<file path="src/rtl/axi_elastic_fifo.sv">
// axi_elastic_fifo: registered elastic buffer for one AXI channel.
// Storage is an output register (m_data/m_valid) backed by a ring of
// DEPTH-1 entries. Every output is a flop, so there is no combinational path
// from s_* to m_*, and none from m_ready to s_ready.
module axi_elastic_fifo #(
  parameter int DW    = 8,
  parameter int DEPTH = 4,
  parameter int AF_TH = 3,
  localparam int CW   = $clog2(DEPTH + 1)
) (
  input  logic          i_clk,
  input  logic          i_reset,
  input  logic          i_flush,
  input  logic [DW-1:0] s_data,
  input  logic          s_valid,
  output logic          s_ready,
  output logic [DW-1:0] m_data,
  output logic          m_valid,
  input  logic          m_ready,
  output logic [CW-1:0] o_count,
  output logic          o_almost_full
);

  localparam int RING = DEPTH - 1;
  localparam int PW   = (RING > 1) ? $clog2(RING) : 1;

  localparam logic [CW-1:0] FULL_C = CW'(DEPTH);
  localparam logic [CW-1:0] AF_C   = CW'(AF_TH);
  localparam logic [PW-1:0] LAST_C = PW'(RING - 1);

  logic [DW-1:0] ring_q [RING];
  logic [PW-1:0] wr_ptr;
  logic [PW-1:0] rd_ptr;

  logic          push;
  logic          pop;
  logic          ring_nonempty;
  logic          load_out;
  logic          bypass;
  logic          ring_wr;
  logic [CW-1:0] count_nxt;

  // Ring pointers wrap by explicit compare so any DEPTH works.
  function automatic logic [PW-1:0] ptr_inc(input logic [PW-1:0] p);
    return (p == LAST_C) ? '0 : p + PW'(1);
  endfunction

  // Handshakes and next occupancy. The output register is full exactly when
  // count is nonzero, so the ring holds count-1 beats.
  always_comb begin
    push          = s_valid & s_ready;
    pop           = m_valid & m_ready;
    ring_nonempty = (o_count > CW'(1));
    load_out      = !m_valid || pop;
    bypass        = load_out && !ring_nonempty;
    ring_wr       = push && !bypass && !i_flush && !i_reset;
    count_nxt     = o_count + CW'(push) - CW'(pop);
  end

  // Control state and output register; reset beats flush, which beats handshakes.
  always_ff @(posedge i_clk) begin
    if (i_reset) begin
      o_count       <= '0;
      m_valid       <= 1'b0;
      s_ready       <= 1'b0;
      o_almost_full <= 1'b0;
      wr_ptr        <= '0;
      rd_ptr        <= '0;
      m_data        <= '0;
    end else if (i_flush) begin
      o_count       <= '0;
      m_valid       <= 1'b0;
      s_ready       <= 1'b1;
      o_almost_full <= 1'b0;
      wr_ptr        <= '0;
      rd_ptr        <= '0;
    end else begin
      o_count       <= count_nxt;
      m_valid       <= (count_nxt != '0);
      s_ready       <= (count_nxt < FULL_C);
      o_almost_full <= (count_nxt >= AF_C);
      if (load_out) begin
        if (ring_nonempty) begin
          m_data <= ring_q[rd_ptr];
          rd_ptr <= ptr_inc(rd_ptr);
        end else if (push) begin
          m_data <= s_data;
        end
      end
      if (ring_wr) begin
        wr_ptr <= ptr_inc(wr_ptr);
      end
    end
  end

  // Ring payload storage: a beat enters unless it bypasses straight to m_data.
  always_ff @(posedge i_clk) begin
    if (ring_wr) begin
      ring_q[wr_ptr] <= s_data;
    end
  end

endmodule

</file>
<file path="config.mk">
export PLATFORM = sky130hd
export DESIGN_NAME = axi_elastic_fifo
export DESIGN_NICKNAME = d
export VERILOG_FILES = /design/src/rtl/axi_elastic_fifo.sv
export SDC_FILE = /design/constraint.sdc
export NUM_CORES = 1
export LEC_CHECK = 0
export CORE_MARGIN = 1
export CORE_UTILIZATION = 50
export DETAILED_ROUTE_END_ITERATION = 10
export DONT_BUFFER_PORTS = 1
export SLEW_MARGIN = 15
export SYNTH_ARGS = -nofsm -noshare
export SYNTH_HDL_FRONTEND = slang
export SYNTH_SLANG_ARGS = --single-unit
</file>
<file path="constraint.sdc">
create_clock -name i_clk -period 3.4 [get_ports i_clk]
set_input_delay 0.51 -clock i_clk [delete_from_list [all_inputs] [get_ports i_clk]]
set_output_delay 0.51 -clock i_clk [all_outputs]
set_load 0.005 [all_outputs]
</file>
[After elaboration in Yosys (flattened, before gate mapping)]
Memory sizes are Yosys's and may differ from the RTL's. A register that Yosys moved wholly into a read port is not among the register bits.
Index checks and enable logic that the tools add are counted.
Word-level totals
  register bits after elaboration: 18
  bits in writable memories: 24
  bits of input ports: 13
  output and inout bits: 14
  word-level logic and storage cells: 44
  memories kept: 1
Memories
  ring_q: depth 3, bits a word 8, rd ports 1, clocked after Yosys merged registers in 1, wr ports 1, line 31  | logic [DW-1:0] ring_q [RING];
Cells by class
  add/sub/neg operators: 4
  $lt $le $gt $ge: 3
  equality and inequality tests: 2
  mux-type cells: 9
  bitwise gates (word level): 3
  reduce and logical (&&, ||, !) cells: 15
Operators by type and width (number)
  $mux W8: 2
  $mux W2: 4
  $logic_not A1 Y1: 5
  $add A2 B1 Y2 const B: 2
  $eq A2 B2 Y1 const B: 2
  $logic_and A1 B1 Y1: 4
  $add A3 B1 Y3: 1
  $ge A3 B2 Y1 const B: 1
  $gt A3 B1 Y1 const B: 1
  $lt A3 B3 Y1 const B: 1
  $mux W1: 3
  $reduce_and A3 Y1: 1
  $reduce_bool A3 Y1: 1
  $sub A3 B1 Y3: 1
  $and A1 B1 Y1: 2
  $reduce_and A2 Y1: 1
  $reduce_bool A2 Y1: 1
  $reduce_or A2 Y1: 1
  $logic_or A1 B1 Y1: 1
  $not A1 Y1: 1

[Longest topological paths before layout]
Gate-level depths: netlist of the first run.
  depth after elaboration: 9
  depth in mapped cells: 9
  gate-level depth less buffers: 9

[Worst setup path after synthesis of the first run]
Ideal clock, no wire load.
  path kind: input port to flip-flop
  start point: in i_flush
  end point: mem ring_q[2][0], enable pin
  library setup time: 419 ps
  arrival: 2339 ps
  required time: 2981 ps
  setup slack: 642 ps
  cell stages on the path: 2
  cells stage by stage: or3_1 -> a2111oi_0
Between the ends
  longest elaborated chain between the ends: 5
Ends and longest elaborated chain
  start, declared: line 13  | input logic i_flush,
  $logic_not A1 Y1: line 56  | ring_wr = push && !bypass && !i_flush && !i_reset;
  $logic_and A1 B1 Y1 (2 in a row): line 56
  $mux W1: line 98  | if (ring_wr) begin
  $mux W1 (not written as such): line 99  | ring_q[wr_ptr] <= s_data;
  end, declared: line 31
Every way passes these cells.

[Worst setup path in the final report of the first run]
  start point: reg o_count[1]
  end point: mem ring_q[1][7], enable pin
Between the ends
  longest elaborated chain between the ends: 9
Ends and longest elaborated chain
  start, declared: line 20  | output logic [CW-1:0] o_count,
  start signal, assigned: line 78  | o_count <= count_nxt;
  $gt A3 B1 Y1: line 53  | ring_nonempty = (o_count > CW'(1));
  $logic_not A1 Y1: line 55  | bypass = load_out && !ring_nonempty;
  $logic_and A1 B1 Y1: line 55
  $logic_not A1 Y1: line 56
  $logic_and A1 B1 Y1 (3 in a row): line 56
  $mux W1: line 98
  $mux W1 (not written as such): line 99
Every way passes these cells.

==> results of run 1 <==
metrics by stage:
step | power [mW] | cells
floorplan | 0.666 | 146
global placement | 0.676 | 186
detailed placement | 0.678 | 186
CTS | 0.984 | 194
global route | 1.02 | 194
finish | 0.977 | 194
final cells by class:
class | instances | area (µm²) | area share
repair buffers | 2 | 15.0 | 0.00756
clock buffers | 7 | 76.3 | 0.0384
well taps | 46 | 57.6 | 0.0290
clock inverters | 1 | 5.00 | 0.00252
inverters | 9 | 33.8 | 0.0170
multi-input cells | 85 | 677 | 0.341
flip-flops and latches | 44 | 1120 | 0.565
flip-flops by register name (all words and copies together), names as in the netlist, named ones only:
name           flops
m_data             8
m_valid            1
o_almost_full      1
o_count            3
rd_ptr             2
ring_q            24
s_ready            1
wr_ptr             2
Yosys cell counts:
library cell / instances / area share
sky130_fd_sc_hd__and3_4: 1 / 0.0060
sky130_fd_sc_hd__a2111oi_0: 1 / 0.0047
sky130_fd_sc_hd__mux2_2: 8 / 0.048
sky130_fd_sc_hd__a311oi_2: 8 / 0.064
sky130_fd_sc_hd__dfxtp_1: 20 / 0.21
sky130_fd_sc_hd__a2111oi_2: 1 / 0.0080
sky130_fd_sc_hd__nand2_1: 10 / 0.020
sky130_fd_sc_hd__a21oi_1: 5 / 0.013
sky130_fd_sc_hd__ha_1: 3 / 0.020
sky130_fd_sc_hd__buf_1: 1 / 0.0020
sky130_fd_sc_hd__fa_1: 1 / 0.011
sky130_fd_sc_hd__o21bai_1: 1 / 0.0040
sky130_fd_sc_hd__nor2_1: 5 / 0.010
sky130_fd_sc_hd__o211ai_1: 8 / 0.032
sky130_fd_sc_hd__nand4b_1: 1 / 0.0047
sky130_fd_sc_hd__nand2b_1: 9 / 0.030
sky130_fd_sc_hd__o2111ai_1: 1 / 0.0047
sky130_fd_sc_hd__or3_1: 1 / 0.0033
sky130_fd_sc_hd__inv_1: 8 / 0.016
sky130_fd_sc_hd__xor2_1: 1 / 0.0047
sky130_fd_sc_hd__clkbuf_1: 5 / 0.010
sky130_fd_sc_hd__a31oi_1: 8 / 0.027
sky130_fd_sc_hd__buf_6: 2 / 0.012
sky130_fd_sc_hd__nor3b_1: 1 / 0.0040
sky130_fd_sc_hd__and2_1: 4 / 0.013
sky130_fd_sc_hd__inv_2: 1 / 0.0020
sky130_fd_sc_hd__o31ai_1: 1 / 0.0040
sky130_fd_sc_hd__o21ai_0: 2 / 0.0054
sky130_fd_sc_hd__edfxtp_1: 24 / 0.39
sky130_fd_sc_hd__or4_1: 1 / 0.0040
sky130_fd_sc_hd__or2_2: 1 / 0.0033
sky130_fd_sc_hd__nor2b_1: 1 / 0.0033
sky130_fd_sc_hd__a21bo_1: 1 / 0.0054
routing by layer:
| layer | vias up | routed length, µm | GRT usage |
|---|---|---|---|
| met2 | 29 | 1750 | 0.328 |
| met4 | 0 | 19 | 0.0552 |
| met5 | - | 0 | 0 |
| li1 | 547 | - | - |
| met1 | 541 | 1640 | 0.268 |
| met3 | 2 | 154 | 0.0543 |
critical path, delay by kind of cell, from the launching register on:
family	cells	cell delay, ns
DFF	1	0.33
AOI/OAI and AO/OA	1	0.29
adders and majority gates	1	0.61
buffers and inverters	3	0.60
where the power goes:
| part | total [mW] | internal (mW) | switching (mW) |
|---|---|---|---|
| logic | 0.0795 | 0.0315 | 0.0480 |
| registers | 0.586 | 0.574 | 0.0119 |
| clock network | 0.312 | 0.144 | 0.167 |
| total | 0.977 | 0.750 | 0.227 |
cell usage in the layout, fill, tap and decap left out, drive strengths merged, types with 2 or more instances in the layout:
cell	n
a2111oi	2
a21oi	5
a311oi	8
a31oi	8
and2	4
buf	2
clkbuf	7
dfxtp	20
edfxtp	24
ha	3
inv	9
mux2	8
nand2	10
nand2b	9
nor2	5
o211ai	8
o21ai	2
kinds of logic (layout without fill, tap and decap cells):
| group | Yosys count | after routing | share of synthesized area |
|---|---|---|---|
| AOI/OAI and AO/OA | 37 | 37 | 0.173 |
| DFF | 44 | 44 | 0.599 |
| muxes | 8 | 8 | 0.0482 |
| buffers and inverters | 17 | 19 | 0.0421 |
| xor gates and xnor gates | 1 | 1 | 0.00468 |
| adders and majority gates | 4 | 4 | 0.0308 |
| and+or+nand+nor | 35 | 35 | 0.102 |
worst paths after layout:
path                                 start            to  slack, ns  depth (start not counted)
worst min-delay path               i_reset       s_ready       0.27                          1
worst max register to register  o_count[1]  ring_q[1][7]       1.26                          5
worst min register to register   wr_ptr[0]     wr_ptr[0]       0.48                          2
worst max-delay path            o_count[1]  ring_q[1][7]       1.26                          5
==> qor.yml, run 1 <==
global_routing:
  grt_antenna_before_repair: 0
  largest_net_degree_at_the_start_of_global_routing: 17
  grt_pass1_wl_um: 6020
  grt_pass1_vias: 1215
  globalRoute.totalOverflow: 0
  grt_usage: 0.203
placement:
  placed_area_um2: 1900
  gp_congestion: 0.751
  place_worst_setup_slack_ns: 1.17
  hpwl_after_detailed_placement_um: 2470
  io_buffers: 0
outcome:
  outcome: "completed"
yosys:
  postSynthAreaPerCell_um2: 12.8
  synth.yosys.seq_area_share: 0.599
  synth.ff_latch_count: 44
  yosys_warnings: 0
  synth_area_um2: 1870
  mappedNetlistNets: 163
  yosysUniqueCellTypes: 33
  postSynthCellCount: 146
finish:
  final_util: 0.573
  finalInstanceArea_um2: 1990
  diodes: 0
  nFillCells: 302
  design.final.nets: 164
  area_growth_syn_to_layout_pct: 6.15
  fraction_of_layout_cells_with_a_size_suffix_above_1: 0.196
timing:
  totalNegativeSetupSlack_ns: 0
  worst_hold_slack_ns: 0.272
  clock-skew-final_ns: 0.0152
  final_hold_violation_count: 0
  max-slew-margin-rel: 0.539
  tightest_pin_transition_ns: 0.691
  timing.final.setup_violations: 0
  timing.final.ws_setup_ns: 1.26
  max_clock_freq_ghz: 0.467
  time_the_worst_path_needs_with_i_o_delays_and_setup_ns: 2.14
  timing.final.max_slew_violations: 0
  setup_repair_after_global_routing_missed_its_margin: "no"
  final_min_period_over_clock_period: 0.630
flow_run:
  timing.max_cap.violations: 0
route:
  wirelength_um: 3560
  route.vias.total: 1119
  vias_per_cell: 5.77
  first_pass_iters: 4
  avgRoutedWirePerCell_um: 18.4
  drtAntennaViolNets: 0
  route.detailed.drc: 0
  detail_route.iter0.violations: 49
critical_path:
  cp-end-kind: "flip-flop"
  cpMostUsedCell: "sky130_fd_sc_hd__inv_1"
  cp.required_ns: 3.39
  crit_arrival_ns: 2.13
  list_of_cells_traversed_by_the_critical_path: "inv_1 > ha_1 > inv_2 > o2111ai_1 > inv_1"
  critical-path-max-stage-delay_ns: 0.61
  timing.critical_path.from_type: "flip-flop"
  critical_path_peak_fanout: 16
  setup_crit_path_kind: "flip-flop to flip-flop"
  cp_slowest_cell: "sky130_fd_sc_hd__ha_1"
floorplanning:
  row_count: 21
  start_util: 0.539
  ios: 27
  die_area_um2: 3990
  die_h_um: 63.2
  die_width_um: 63.2
  placeableCoreArea_um2: 3470
clock_network:
  cts.repair_timing.setup_buffer_count: 0
  total_clock_sinks: 44
  cts_made_buffers: 5
  cts_max_path_buffers: 2
  worst_skew_pair_later_pin_latency_ns: 0.30
  clk_pin_slew_ns: 0.09
  cts_htree_levels: 2
  cts-resized-gates: 0
  clock-root-buffer: "sky130_fd_sc_hd__clkbuf_8"
  postCtsHoldBufs: 0
  tritoncts_clock_tree: "yes"
power:
  static-leakage-power_nw: 0.649
  pwr_density_cell_nw_per_um2: 492
  irDropWorstVdd_mv: 0.347
hold_path:
  holdCritPathClass: "primary input to flip-flop"
Power figures use the tool's default switching activity.
==> run 2: changes to the inputs <==
Settings changed: PLACE_DENSITY from default to 0.68.
Clock period 3.4 ns to 1.9 ns, I/O delays scaled along.
==> qor.yml, run 2 (synthesis results as in run 1) <==
global_routing:
  grt_pass1_wl_um: 5710  # -5.0%
  largest_net_degree_at_the_start_of_global_routing: 17  # unchanged
  globalRoute.totalOverflow: 0  # unchanged
  grt_pass1_vias: 1155  # -4.9%
  grt_antenna_before_repair: 0  # unchanged
  grt_usage: 0.198  # -0.00532
finish:
  fraction_of_layout_cells_with_a_size_suffix_above_1: 0.274  # +0.0779
  layout.cells.most_common: "sky130_fd_sc_hd__edfxtp_1"
  largest_register_ff_count: 24  # unchanged
  nFillCells: 298  # -1.3%
  design.final.nets: 173  # +5.5%
  register_containing_the_most_flip_flops_in_the_final_layout: "ring_q"
  final_util: 0.597  # +0.0249
  biggestRegsByFlops: "ring_q: 24 flops, m_data: 8 flops, o_count: 3 flops"
  layout.cells.most_common_list: "sky130_fd_sc_hd__edfxtp_1, sky130_fd_sc_hd__dfxtp_1, sky130_fd_sc_hd__buf_4"
  area_growth_syn_to_layout_pct: 10.8
  diodes: 0  # unchanged
timing:
  clock-skew-final_ns: 0.00790  # -0.00733 ns
  worst_hold_slack_ns: 0.0469  # -0.225 ns
  timing.final.max_slew_violations: 0  # unchanged
  time_the_worst_path_needs_with_i_o_delays_and_setup_ns: 1.81  # -0.337 ns
  timing.final.setup_violations: 0  # unchanged
  tightest_pin_transition_ns: 0.544  # -0.147 ns
  final_hold_violation_count: 0  # unchanged
  final_min_period_over_clock_period: 0.950  # +0.320
  max_clock_freq_ghz: 0.554  # +19%
  setup_repair_after_global_routing_missed_its_margin: "no"
  max-slew-margin-rel: 0.637  # +0.0973
  totalNegativeSetupSlack_ns: 0  # unchanged
critical_path:
  list_of_cells_traversed_by_the_critical_path: "and2_4 > inv_1 > ha_1 > inv_1 > ha_2 > fa_2 > nand2_1 > a21oi_1"
  cp_slowest_cell: "sky130_fd_sc_hd__fa_2"
  cp-startpoint: "s_ready"
  cp-end-kind: "flip-flop"
  cp.required_ns: 2.13  # -1.26 ns
  setup_crit_path_kind: "flip-flop to flip-flop"
  cpMostUsedCell: "sky130_fd_sc_hd__inv_1"
  critical_path_peak_fanout: 3  # -13
  path_buf_inv: 2  # -1
  cpLargestDelayFamily: "adder cells"
  timing.critical_path.from_type: "flip-flop"
  critical_path_depth: 8  # +3
  crit_end: "o_almost_full"
  worst-r2r-setup-slack_ns: 0.09  # -1.16 ns
  r2r_depth: 8  # +3
  worst_r2r_endpoint: "o_almost_full"
  timing.rr.start: "s_ready"
  critical-path-max-stage-delay_ns: 0.57  # -0.04 ns
  crit_arrival_ns: 2.03  # -0.10 ns
route:
  first_pass_iters: 4  # unchanged
  vias_per_cell: 5.68  # -1.5%
  route.vias.total: 1153  # +3.0%
  drtAntennaViolNets: 0  # unchanged
  route.detailed.drc: 0  # unchanged
  detail_route.iter0.violations: 55  # +12%
  wirelength_um: 3500  # -1.8%
  avgRoutedWirePerCell_um: 17.2  # -6.2%
clock_network:
  cts_made_buffers: 5  # unchanged
  tritoncts_clock_tree: "yes"
  worst_skew_pair_later_pin_latency_ns: 0.30  # about the same
  clock-root-buffer: "sky130_fd_sc_hd__clkbuf_8"
  cts_max_path_buffers: 2  # unchanged
  clk_pin_slew_ns: 0.08  # about the same
  total_clock_sinks: 44  # unchanged
  cts.repair_timing.setup_buffer_count: 0  # unchanged
  cts_htree_levels: 2  # unchanged
  postCtsHoldBufs: 0  # unchanged
placement:
  gp_congestion: 0.809  # +7.6%
  hpwl_after_detailed_placement_um: 2430  # -1.9%
  io_buffers: 0  # unchanged
floorplanning:
  placeableCoreArea_um2: 3470  # unchanged
  die_area_um2: 3990  # unchanged
  die_width_um: 63.2  # unchanged
  ios: 27  # unchanged
  start_util: 0.539  # unchanged
  die_h_um: 63.2  # unchanged
  row_count: 21  # unchanged
flow_run:
  timing.max_cap.violations: 0  # unchanged
power:
  power.share.clock: 0.313  # -0.006
  static-leakage-power_nw: 0.689  # +6.3%
  power_switching_uw: 412  # +81%
  pwr_density_cell_nw_per_um2: 854  # +74%
  irDropWorstVdd_mv: 0.497  # +43%
  power.total_mw: 1.77  # +81%
  internal_power_mw: 1.36  # +81%
  power.share.switching: 0.233  # about the same
  p_comb_frac: 0.095  # +0.014
  power_frac_seq: 0.591  # -0.009
outcome:
  outcome: "completed"
hold_path:
  holdCritPathClass: "primary input to flip-flop"
[run 2: worst register-to-register path: cells and delay by family, from the launching register on]
kind / cells / cell delay (ns)
adder cells (fa/ha/maj): 3 / 1.00
buffers and inverters: 2 / 0.09
AND/OR/NAND/NOR: 2 / 0.19
flip-flops: 1 / 0.33
AO/OA/AOI/OAI: 1 / 0.13
[run 2: what timing repair did]
item	CTS	global route
gates resized for setup	1	4
gates cloned	0	0
endpoints found under the setup margin	3	4
pin swaps	0	3
[run 2: cell type report]
class                      count  area (µm²)  share of cell area
sequential                    44        1120               0.542
timing repair buffer          11        82.6              0.0399
clock inverter                 2        11.3             0.00543
multi-input combinational     85         692               0.334
inverter                       9        33.8              0.0163
tap                           46        57.6              0.0278
clock buffer                   6        72.6              0.0350
[run 2: how the worst min path moves through the flow]
stage                          from      endpoint  slack, ns  cells past startpoint
after CTS                   i_reset     m_data[0]       0.03                      1
after detailed placement    i_reset     m_data[4]       0.36                      1
after global routing        i_reset     m_data[5]       0.03                      1
final                       i_reset     m_data[0]       0.05                      1
after global placement      i_reset     m_data[3]       0.36                      1
after floorplan           s_data[0]  ring_q[0][0]       0.38                      0
[run 2: power groups by stage]
stage / Sequential (mW) / Combinational (mW) / Clock (mW)
6_report: 1.05 / 0.168 / 0.555
5_1_grt: 1.05 / 0.186 / 0.620
2_1_floorplan: 1.06 / 0.131 / 0
3_3_place_gp: 1.07 / 0.160 / 0
4_1_cts: 1.05 / 0.166 / 0.569
3_5_place_dp: 1.07 / 0.164 / 0
[run 2: metrics by stage]
step	cell area [µm²]	instances	setup WS [ns]
5_1_grt	2070	203	0.00770
3_3_place_gp	1970	195	0.0723
3_5_place_dp	1970	195	-0.0328
2_1_floorplan	1880	146	0.0375
6_report	2070	203	0.0949
4_1_cts	2060	203	0.00434
[run 2: per-layer routing]
layer	part of all wire	global-route usage
met5	0	0
met1	0.43	0.245
met4	0.019	0.0901
met3	0.054	0.0688
met2	0.50	0.309
==> run 3: changes to the inputs <==
Settings changed: CORE_ASPECT_RATIO from default to 0.6.
==> qor.yml, run 3 (synthesis results as in run 1) <==
outcome:
  outcome: "completed"
timing:
  timing.final.max_slew_violations: 0  # unchanged
  setup_repair_after_global_routing_missed_its_margin: "no"
  final_hold_violation_count: 0  # unchanged
  timing.final.setup_violations: 0  # unchanged
  time_the_worst_path_needs_with_i_o_delays_and_setup_ns: 1.86  # +0.0516 ns
  clock-skew-final_ns: 0.0103  # +0.00238 ns
  tightest_pin_transition_ns: 0.564  # +0.0192 ns
  max_clock_freq_ghz: 0.539  # -2.8%
  timing.final.ws_setup_ns: 0.0433  # -0.0516 ns
  final_min_period_over_clock_period: 0.977  # +0.0272
  totalNegativeSetupSlack_ns: 0  # unchanged
  max-slew-margin-rel: 0.624  # -0.0128
power:
  power.total_mw: 1.78  # +0.81%
  internal_power_mw: 1.37  # +0.69%
  power_frac_seq: 0.587  # -0.004
  static-leakage-power_nw: 0.686  # -0.47%
  power.share.switching: 0.233  # +0.000900
  irDropWorstVdd_mv: 0.516  # +3.9%
  p_comb_frac: 0.104  # +0.009
  power_switching_uw: 417  # +1.2%
  power.share.clock: 0.309  # -0.004
  pwr_density_cell_nw_per_um2: 851  # -0.46%
route:
  vias_per_cell: 5.90  # +3.8%
  route.detailed.drc: 0  # unchanged
  detail_route.iter0.violations: 65  # +18%
  wirelength_um: 3710  # +5.9%
  first_pass_iters: 4  # unchanged
  route.vias.total: 1179  # +2.3%
  drtAntennaViolNets: 0  # unchanged
  avgRoutedWirePerCell_um: 18.5  # +7.5%
floorplanning:
  start_util: 0.550  # +0.0103
  die_width_um: 81.0  # +28%
  row_count: 16  # -24%
  die_h_um: 49.4  # -22%
  placeableCoreArea_um2: 3400  # -1.9%
  ios: 27  # unchanged
  die_area_um2: 4000  # +0.19%
clock_network:
  worst_skew_pair_later_pin_latency_ns: 0.29  # about the same
  clock-root-buffer: "sky130_fd_sc_hd__clkbuf_8"
  cts_htree_levels: 2  # unchanged
  total_clock_sinks: 44  # unchanged
  cts_made_buffers: 5  # unchanged
  clk_pin_slew_ns: 0.08  # about the same
  postCtsHoldBufs: 0  # unchanged
  tritoncts_clock_tree: "yes"
  cts_max_path_buffers: 2  # unchanged
global_routing:
  grt_pass1_wl_um: 5690  # -0.49%
  grt_pass1_vias: 1076  # -6.8%
  largest_net_degree_at_the_start_of_global_routing: 17  # unchanged
  grt_antenna_before_repair: 0  # unchanged
  grt_usage: 0.203  # +0.00518
  globalRoute.totalOverflow: 0  # unchanged
finish:
  biggestRegsByFlops: "ring_q: 24 flops, m_data: 8 flops, o_count: 3 flops"
  finalInstanceArea_um2: 2100  # +1.3%
  fraction_of_layout_cells_with_a_size_suffix_above_1: 0.303  # +0.0293
  design.final.nets: 171  # -1.2%
  layout.cells.most_common: "sky130_fd_sc_hd__edfxtp_1"
  layout.cells.most_common_list: "sky130_fd_sc_hd__edfxtp_1, sky130_fd_sc_hd__dfxtp_1, sky130_fd_sc_hd__nand2b_1, sky130_fd_sc_hd__nand2_1, sky130_fd_sc_hd__buf_4"
  diodes: 0  # unchanged
  area_growth_syn_to_layout_pct: 12.2
  register_containing_the_most_flip_flops_in_the_final_layout: "ring_q"
  largest_register_ff_count: 24  # unchanged
critical_path:
  cp_slowest_cell: "sky130_fd_sc_hd__fa_2"
  critical_path_peak_fanout: 4  # +1
  critical-path-max-stage-delay_ns: 0.39  # -0.18 ns
  cp.required_ns: 2.09  # -0.04 ns
  cp-end-kind: "flip-flop"
  crit_arrival_ns: 2.05  # +0.02 ns
  r2r_depth: 9  # +1
  setup_crit_path_kind: "flip-flop to flip-flop"
  timing.critical_path.from_type: "flip-flop"
  list_of_cells_traversed_by_the_critical_path: "and2_4 > inv_4 > ha_4 > inv_2 > ha_4 > fa_2 > xor2_4 > nor2_1 > nor2_1"
placement:
  placed_area_um2: 1960  # -0.82%
  hpwl_after_detailed_placement_um: 2570  # +6.0%
  gp_congestion: 0.766  # -5.2%
  io_buffers: 0  # unchanged
  place_worst_setup_slack_ns: -0.0518  # -0.0191 ns
hold_path:
  holdCritPathClass: "primary input to flip-flop"
  hold_path_depth: 1  # unchanged
flow_run:
  timing.max_cap.violations: 0  # unchanged
## run 3: power by group through the flow
stage / Sequential [mW] / Clock, mW / Combinational (mW)
finish: 1.05 / 0.552 / 0.185
global route: 1.05 / 0.602 / 0.200
CTS: 1.05 / 0.568 / 0.162
detailed placement: 1.07 / 0 / 0.157
global placement: 1.07 / 0 / 0.156
floorplan: 1.06 / 0 / 0.131
## run 3: cell type report
class	count	area, µm²
clock inverter	1	5.00
clock buffer	7	76.3
fill	270	1310
inverter	9	36.3
multi-input combinational	85	734
timing repair buffer	9	67.6
sequential	44	1120
tap	45	56.3
## run 3: path summary, 6_finish.rpt
check	from	endpoint	slack [ns]
worst min register to register	wr_ptr[0]	wr_ptr[0]	0.48
worst min-delay path	i_reset	m_data[3]	0.05
worst max-delay path	s_ready	s_ready	0.04
worst max register to register	s_ready	s_ready	0.04
## run 3: what timing repair did
item,in CTS,in global routing
pin swaps,1,6
endpoints found under the setup margin,3,3
setup buffers,0,0
gates resized for setup,2,12
## run 3: through the flow
step                      utilization  hold slack, ns  std cells
final                           0.617          0.0511        200
after global routing            0.617          0.0312        200
after CTS                       0.601          0.0379        200
after detailed placement        0.575           0.356        192
after global placement          0.575           0.355        192
after floorplan                     -           0.384        146
## run 3: per-layer routing
layer / GRT usage / vias to the layer above / share of wire
met5: 0 / - / 0
met4: 0.0536 / 0 / 0
met3: 0.0636 / 0 / 0.073
met2: 0.286 / 38 / 0.45
met1: 0.300 / 582 / 0.47
li1: - / 559 / -
## run 3: worst max-delay path, delay by kind of cell (launching register included)
kind                     cells  cell delay, ns
flip-flops                   1            0.35
AND/OR/NAND/NOR              3            0.37
adder cells (fa/ha/maj)      3            0.78
buffers and inverters        2            0.07
XOR/XNOR                     1            0.18
